===== src/rtl/bridge_if.sv =====
// Host bridge bus between tree nodes and leaf register blocks.
// Strobes are single-cycle; leaves return registered read data.
interface bridge_if;
    logic [31:0] addr;
    logic [31:0] wr_data;
    logic [31:0] rd_data;
    logic        wr;
    logic        rd;

    modport leaf (
        input  addr,
        input  wr_data,
        input  wr,
        input  rd,
        output rd_data
    );

    modport parent (
        output addr,
        output wr_data,
        output wr,
        output rd,
        input  rd_data
    );
endinterface


===== src/rtl/bridge_write_fifo.sv =====
// Bridge leaf: DATA writes feed a FIFO drained as a valid/ready stream.
// STATUS/DROPS expose level and overflow statistics on bridge reads.
module bridge_write_fifo #(
    parameter int          data_width = 32,
    parameter int          depth      = 16,
    parameter logic [31:0] base_addr  = 32'h0000_0000,
    parameter logic [31:0] addr_mask  = 32'hFFFF_FFF0
) (
    input  logic                  clk,
    input  logic                  reset_n,
    bridge_if.leaf                bridge,
    output logic                  out_valid,
    output logic [data_width-1:0] out_data,
    input  logic                  out_ready
);

    localparam int pw = $clog2(depth);
    localparam int lw = pw + 1;

    logic [data_width-1:0] mem [depth];
    logic [pw-1:0]         wr_ptr;
    logic [pw-1:0]         rd_ptr;
    logic [lw-1:0]         level;
    logic                  sticky;
    logic [15:0]           drops;

    logic        hit;
    logic [1:0]  offset;
    logic        data_wr;
    logic        ctrl_wr;
    logic        flush;
    logic        clr;
    logic        full;
    logic        pop;
    logic        push;
    logic        drop;
    logic [31:0] status;

    assign hit     = (bridge.addr & addr_mask) == base_addr;
    assign offset  = bridge.addr[3:2];
    assign data_wr = bridge.wr && hit && (offset == 2'd0);
    assign ctrl_wr = bridge.wr && hit && (offset == 2'd2);
    assign flush   = ctrl_wr && bridge.wr_data[0];
    assign clr     = ctrl_wr && bridge.wr_data[1];

    assign full      = level == lw'(depth);
    assign out_valid = level != '0;
    assign pop       = out_valid && out_ready;
    // A full FIFO still accepts a word when the head leaves this cycle
    assign push      = data_wr && (!full || pop);
    assign drop      = data_wr && full && !pop;

    assign out_data = out_valid ? mem[rd_ptr] : '0;

    assign status = {sticky, 13'b0, level == '0, full, 16'(level)};

    always_ff @(posedge clk) begin
        if (push)
            mem[wr_ptr] <= bridge.wr_data[data_width-1:0];
    end

    always_ff @(posedge clk or negedge reset_n) begin
        if (!reset_n) begin
            wr_ptr <= '0;
            rd_ptr <= '0;
            level  <= '0;
        end else if (flush) begin
            wr_ptr <= '0;
            rd_ptr <= '0;
            level  <= '0;
        end else begin
            if (push)
                wr_ptr <= wr_ptr + pw'(1);
            if (pop)
                rd_ptr <= rd_ptr + pw'(1);
            if (push && !pop)
                level <= level + lw'(1);
            else if (pop && !push)
                level <= level - lw'(1);
        end
    end

    // A drop in the clearing cycle survives the clear
    always_ff @(posedge clk or negedge reset_n) begin
        if (!reset_n) begin
            sticky <= 1'b0;
            drops  <= '0;
        end else if (clr) begin
            sticky <= drop;
            drops  <= {15'b0, drop};
        end else if (drop) begin
            sticky <= 1'b1;
            if (drops != 16'hFFFF)
                drops <= drops + 16'd1;
        end
    end

    always_ff @(posedge clk or negedge reset_n) begin
        if (!reset_n) begin
            bridge.rd_data <= '0;
        end else if (bridge.rd && hit) begin
            unique case (offset)
                2'd1:    bridge.rd_data <= status;
                2'd3:    bridge.rd_data <= {16'b0, drops};
                default: bridge.rd_data <= '0;
            endcase
        end
    end

endmodule


===== src/flat_wrapper.sv =====
// flat-port wrapper written by rule: the top's interface ports become plain ports
module bridge_write_fifo_flat 
#(
    parameter int          data_width = 32,
    parameter int          depth      = 16,
    parameter logic [31:0] base_addr  = 32'h0000_0000,
    parameter logic [31:0] addr_mask  = 32'hFFFF_FFF0
)
  (clk, reset_n, out_valid, out_data, out_ready, bridge_addr, bridge_wr_data, bridge_wr, bridge_rd, bridge_rd_data);
  bridge_if bridge_i ();
  input  logic clk;
  input  logic reset_n;
  output logic out_valid;
  output logic [data_width-1:0] out_data;
  input  logic out_ready;
  input wire logic [$bits(bridge_i.addr)-1:0] bridge_addr;
  input wire logic [$bits(bridge_i.wr_data)-1:0] bridge_wr_data;
  input wire logic [$bits(bridge_i.wr)-1:0] bridge_wr;
  input wire logic [$bits(bridge_i.rd)-1:0] bridge_rd;
  output wire logic [$bits(bridge_i.rd_data)-1:0] bridge_rd_data;
  assign bridge_i.addr = bridge_addr;
  assign bridge_i.wr_data = bridge_wr_data;
  assign bridge_i.wr = bridge_wr;
  assign bridge_i.rd = bridge_rd;
  assign bridge_rd_data = bridge_i.rd_data;
  bridge_write_fifo #(.data_width(data_width), .depth(depth), .base_addr(base_addr), .addr_mask(addr_mask)) u_core (.clk(clk), .reset_n(reset_n), .bridge(bridge_i), .out_valid(out_valid), .out_data(out_data), .out_ready(out_ready));
endmodule

===== config.mk =====
export PLATFORM = sky130hd
export DESIGN_NAME = bridge_write_fifo_flat
export DESIGN_NICKNAME = d
export VERILOG_FILES = /design/src/rtl/bridge_if.sv /design/src/rtl/bridge_write_fifo.sv /design/src/flat_wrapper.sv
export SDC_FILE = /design/constraint.sdc
export NUM_CORES = 1
export LEC_CHECK = 0
export ABC_AREA = 1
export CORE_MARGIN = 1.5
export CORE_UTILIZATION = 54
export CTS_CLUSTER_DIAMETER = 100
export DETAILED_ROUTE_END_ITERATION = 10
export HOLD_SLACK_MARGIN = 0.05
export PLACE_DENSITY = 0.76
export SLEW_MARGIN = 5
export SYNTH_ARGS = -nofsm -noshare
export SYNTH_HDL_FRONTEND = slang
export SYNTH_SLANG_ARGS = --single-unit

===== constraint.sdc =====
create_clock -name clk -period 3 [get_ports clk]
set_clock_uncertainty 0.15 [all_clocks]
set_input_delay 0.45 -clock clk [delete_from_list [all_inputs] [get_ports clk]]
set_output_delay 0.45 -clock clk [all_outputs]
set_load 0.05 [all_outputs]

==> flow_summary.json, run 1 <==
{
  "report.final.setup_viol": 31,
  "main_combinational_cell_family_by_area_after_synthesis": "compound AO/OA/AOI/OAI gates",
  "routedWlPerCell_um": 26.2,
  "synth.lib_cells_used.distinct": 40,
  "cts_inserted_buffers": 55,
  "r2r-start": "u_core.level[0]$_DFFE_PN0P_",
  "synth-warning-count": 0,
  "grt_max_degree": 66,
  "status": "finished, violations left",
  "failed_checks": "negative setup slack",
  "drt-vias-per-instance": 6.47,
  "clock_tree.buffer_depth": 3,
  "synth_fa_ha_area_share_pct": 0.693,
  "die-width_um": 208,
  "yosysTopAreaCellShare_pct": 67.5,
  "grt_usage_pct": 28.9,
  "timing.critical_path.from": "u_core.rd_ptr[0]$_DFFE_PN0P_",
  "io_pins": 134,
  "grt_overflow": 0,
  "period_share_pct": 108,
  "post_synth_main_area_contributors": "sky130_fd_sc_hd__edfxtp_1 68%, sky130_fd_sc_hd__o21ai_0 5.9%, sky130_fd_sc_hd__dfrtp_1 5.4%",
  "rr_worst_depth": 12,
  "drt_drc_violations_left": 0,
  "p_switching_uw": 10400,
  "fmax_mhz": 310,
  "htree_depth": 2,
  "holdCritPathClass": "input pin to async pin",
  "critPathKind": "flop to output port",
  "place_ws_ns": -0.355,
  "cts_num_sinks": 561,
  "synth_seq_cells": 561,
  "num_vias": 16600,
  "power.static_leakage_uw": 0.00996,
  "slew_violations": 0,
  "final_core_utilization_pct": 69.7,
  "clock_insertion_delay_worst_skew_ns": 0.61,
  "worst-path-buf-inv": 3,
  "first_iter_violations": 2899,
  "crit_slowest_cell": "sky130_fd_sc_hd__dfrtp_4",
  "areaGrowthSynthToFinish_pct": 27.9,
  "clock_power_share_pct": 24.1,
  "detailed_place_hpwl_mm": 31.5,
  "timing.critical_path.arrival_ns": 2.63,
  "seq_area_frac_synth_pct": 72.9,
  "wl_mm": 67.2,
  "drt.antenna.violating_nets": 0,
  "drt_first_pass_iters": 5,
  "crit_path_start_kind": "flop",
  "first_global_vias": 16200,
  "power.ir.vdd_worst_mv": 0.600,
  "timing.reg2reg.setup_slack_ns": 0.24,
  "sw_frac_of_total_pct": 37.1,
  "yosys.area.top_type": "sky130_fd_sc_hd__edfxtp_1",
  "cell_area_power_density_mw_per_mm2": 961,
  "grt_first_pass_wirelength_mm": 94.9,
  "pwr-share-seq_pct": 31.2,
  "initial_core_util_pct": 54.5,
  "critical_path.max_fanout": 21,
  "number_of_rows_created_at_floorplan": 75,
  "worstMarginPinSlew_ns": 0.628,
  "fillCellCount": 2530,
  "critPathCaptureType": "output port",
  "r2r-end": "u_core.level[4]$_DFFE_PN0P_",
  "design.core.area_mm2": 0.0418,
  "grt_setup_unrepaired": "yes",
  "drive_gt1_share_pct": 17.8,
  "crit_path_cell_trace": "buf_12 -> bufbuf_16 -> o21ai_0 -> o221ai_1 -> nand3_1 -> a21oi_2 -> buf_12",
  "number_of_buffers_inserted_by_port_buffering": 118,
  "synthesis.area_per_instance_um2": 12.8,
  "path_delay_family": "compound AO/OA/AOI/OAI gates",
  "worst_path_most_repeated_cell": "sky130_fd_sc_hd__buf_12",
  "post_synth_inst_count": 1782,
  "routabilityCongestion": 0.831,
  "synth_simple_gate_area_share_pct": 10.2,
  "design.final.nets": 2062,
  "cts.root.buffer_cell": "sky130_fd_sc_hd__clkbuf_16",
  "grt_antenna_before_repair": 3,
  "syn_area_mm2": 0.0228,
  "post_synth_mux_area_share_pct": 0,
  "layout_min_cycle_time_ns": 3.23,
  "max_incr_delay_on_cp_ns": 0.47,
  "tritoncts": "built",
  "synth-compound-area-share_pct": 12.2,
  "cap_violations": 0,
  "timing.critical_path.required_ns": 2.40,
  "power.share.combinational_pct": 44.8,
  "clkTransAtPathRegs_ns": 0.08,
  "pint_uw": 17600,
  "dieArea_mm2": 0.0434,
  "die_height_um": 208,
  "finalHoldViolCount": 0,
  "relSlewSlack_pct": 58.0,
  "synth-xor-area-share_pct": 0.500,
  "fin_ws_ns": -0.230
}
metal layers:
metal	track usage, %	up-vias	wire, um
li1	-	6985	-
met1	38.7	8044	23900
met2	47.0	1330	32800
met3	4.85	224	7760
met4	12.8	4	2770
met5	0	-	27
power groups by stage:
stage          combinational (uW)  sequential [uW]  clock [uW]
2_1_floorplan                5340             8810           0
3_3_place_gp                 9090             8880           0
3_5_place_dp                 9310             8880           0
4_1_cts                     11200             8700        6700
5_1_grt                     13000             8710        7050
6_report                    12500             8710        6730
how the worst max path moves through the flow:
stage | cells past startpoint | end | slack [ns]
final | 7 | out_data[29] | -0.23
after detailed placement | 17 | u_core.level[4]$_DFFE_PN0P_ | -0.35
after global routing | 9 | out_data[25] | -0.24
after floorplan | 10 | u_core.mem[0][0]$_DFFE_PP_ | -0.33
after global placement | 17 | u_core.level[4]$_DFFE_PN0P_ | -0.18
after CTS | 8 | out_data[7] | -0.09
cell usage after synthesis (all sizes together):
master	instances
a21oi	36
a31oi	4
and2	1
buf	47
clkbuf	82
clkinv	2
conb	1
dfrtp	49
edfxtp	512
fa	1
ha	11
inv	48
nand2	128
nand3	84
nand3b	1
nand4	6
nor2	329
nor3	8
o21a	1
o21ai	276
o21bai	1
o221ai	112
o22ai	17
o31ai	11
or2	1
xnor2	3
xor2	10
through the flow:
stage	TNS (ns)	cell area, um2	std cells	power, uW	hold WS [ns]
global route	-4.78	29100	2564	28700	0.282
detailed placement	-2.29	25700	2404	18200	0.321
global placement	-0.222	25700	2404	18000	0.307
finish	-2.83	29100	2564	28000	0.218
CTS	-2.18	28500	2542	26600	0.231
floorplan	-145.13	22800	1794	14100	0.00441
kinds of logic (layout without fill, tap and decap cells):
family                     count (synthesis)  count (layout)
AOI/OAI and AO/OA                        458             458
xor gates and xnor gates                  13              13
adders and majority gates                 12              12
buffers and inverters                    179             409
DFF                                      561             561
other                                      1              14
and+or+nand+nor                          558             558
layout make-up:
| cell class | instances | area (um2) | area share (%) |
|---|---|---|---|
| repair buffers | 258 | 3990 | 13.7 |
| inverters | 50 | 226 | 0.778 |
| well taps | 539 | 674 | 2.32 |
| diodes | 1 | 2.50 | 0.00860 |
| clock buffers | 62 | 1450 | 4.96 |
| flip-flops and latches | 561 | 16600 | 57.1 |
| repair inverters | 1 | 30.0 | 0.103 |
| multi-input cells | 1054 | 5850 | 20.1 |
| clock inverters | 38 | 279 | 0.959 |
registers in the layout, summed over array words and instances, names as in the netlist:
signal / cells
u_core.bridge.rd_data: 19
u_core.drops: 16
u_core.level: 5
u_core.mem: 512
u_core.rd_ptr: 4
u_core.sticky: 1
u_core.wr_ptr: 4
repair_timing:
item,in CTS,in global routing
cloned,21,13
setup endpoints to repair,32,32
gates resized for setup,87,99
endpoints found under the hold margin,22,0
pin swaps,43,58
setup buffers,16,8
hold buffers,1,0
placed cells by master (no fill, tap or decap), types with 6 or more instances in the layout:
| cell | n |
|---|---|
| sky130_fd_sc_hd__clkinv_1 | 17 |
| sky130_fd_sc_hd__buf_16 | 28 |
| sky130_fd_sc_hd__inv_1 | 44 |
| sky130_fd_sc_hd__o221ai_1 | 95 |
| sky130_fd_sc_hd__xor2_1 | 10 |
| sky130_fd_sc_hd__clkinv_2 | 15 |
| sky130_fd_sc_hd__conb_1 | 13 |
| sky130_fd_sc_hd__edfxtp_1 | 512 |
| sky130_fd_sc_hd__o21ai_2 | 10 |
| sky130_fd_sc_hd__o21ai_0 | 219 |
| sky130_fd_sc_hd__buf_12 | 78 |
| sky130_fd_sc_hd__nand3_1 | 80 |
| sky130_fd_sc_hd__clkdlybuf4s50_1 | 85 |
| sky130_fd_sc_hd__a21oi_2 | 27 |
| sky130_fd_sc_hd__clkbuf_16 | 70 |
| sky130_fd_sc_hd__dfrtp_1 | 46 |
| sky130_fd_sc_hd__nand2_1 | 126 |
| sky130_fd_sc_hd__o21ai_1 | 47 |
| sky130_fd_sc_hd__nor2_1 | 299 |
| sky130_fd_sc_hd__o31ai_1 | 11 |
| sky130_fd_sc_hd__buf_4 | 45 |
| sky130_fd_sc_hd__nor2_4 | 19 |
| sky130_fd_sc_hd__nor3_1 | 6 |
| sky130_fd_sc_hd__ha_1 | 11 |
| sky130_fd_sc_hd__o22ai_1 | 17 |
| sky130_fd_sc_hd__o221ai_2 | 17 |
| sky130_fd_sc_hd__nor2_2 | 11 |
No activity file was read; power rests on OpenSTA's default activity.
==> inputs of run 2 (changes only) <==
--- a/config.mk
+++ b/config.mk
@@ -8,7 +8,7 @@
 export ABC_AREA = 1
 export CORE_MARGIN = 1.5
 export CORE_UTILIZATION = 54
-export CTS_CLUSTER_DIAMETER = 100
+export CTS_CLUSTER_DIAMETER = 120
 export DETAILED_ROUTE_END_ITERATION = 10
 export HOLD_SLACK_MARGIN = 0.05
 export PLACE_DENSITY = 0.76
==> results of run 2 <==
The final DEF is identical to that of run 1; final timing and power are the same.
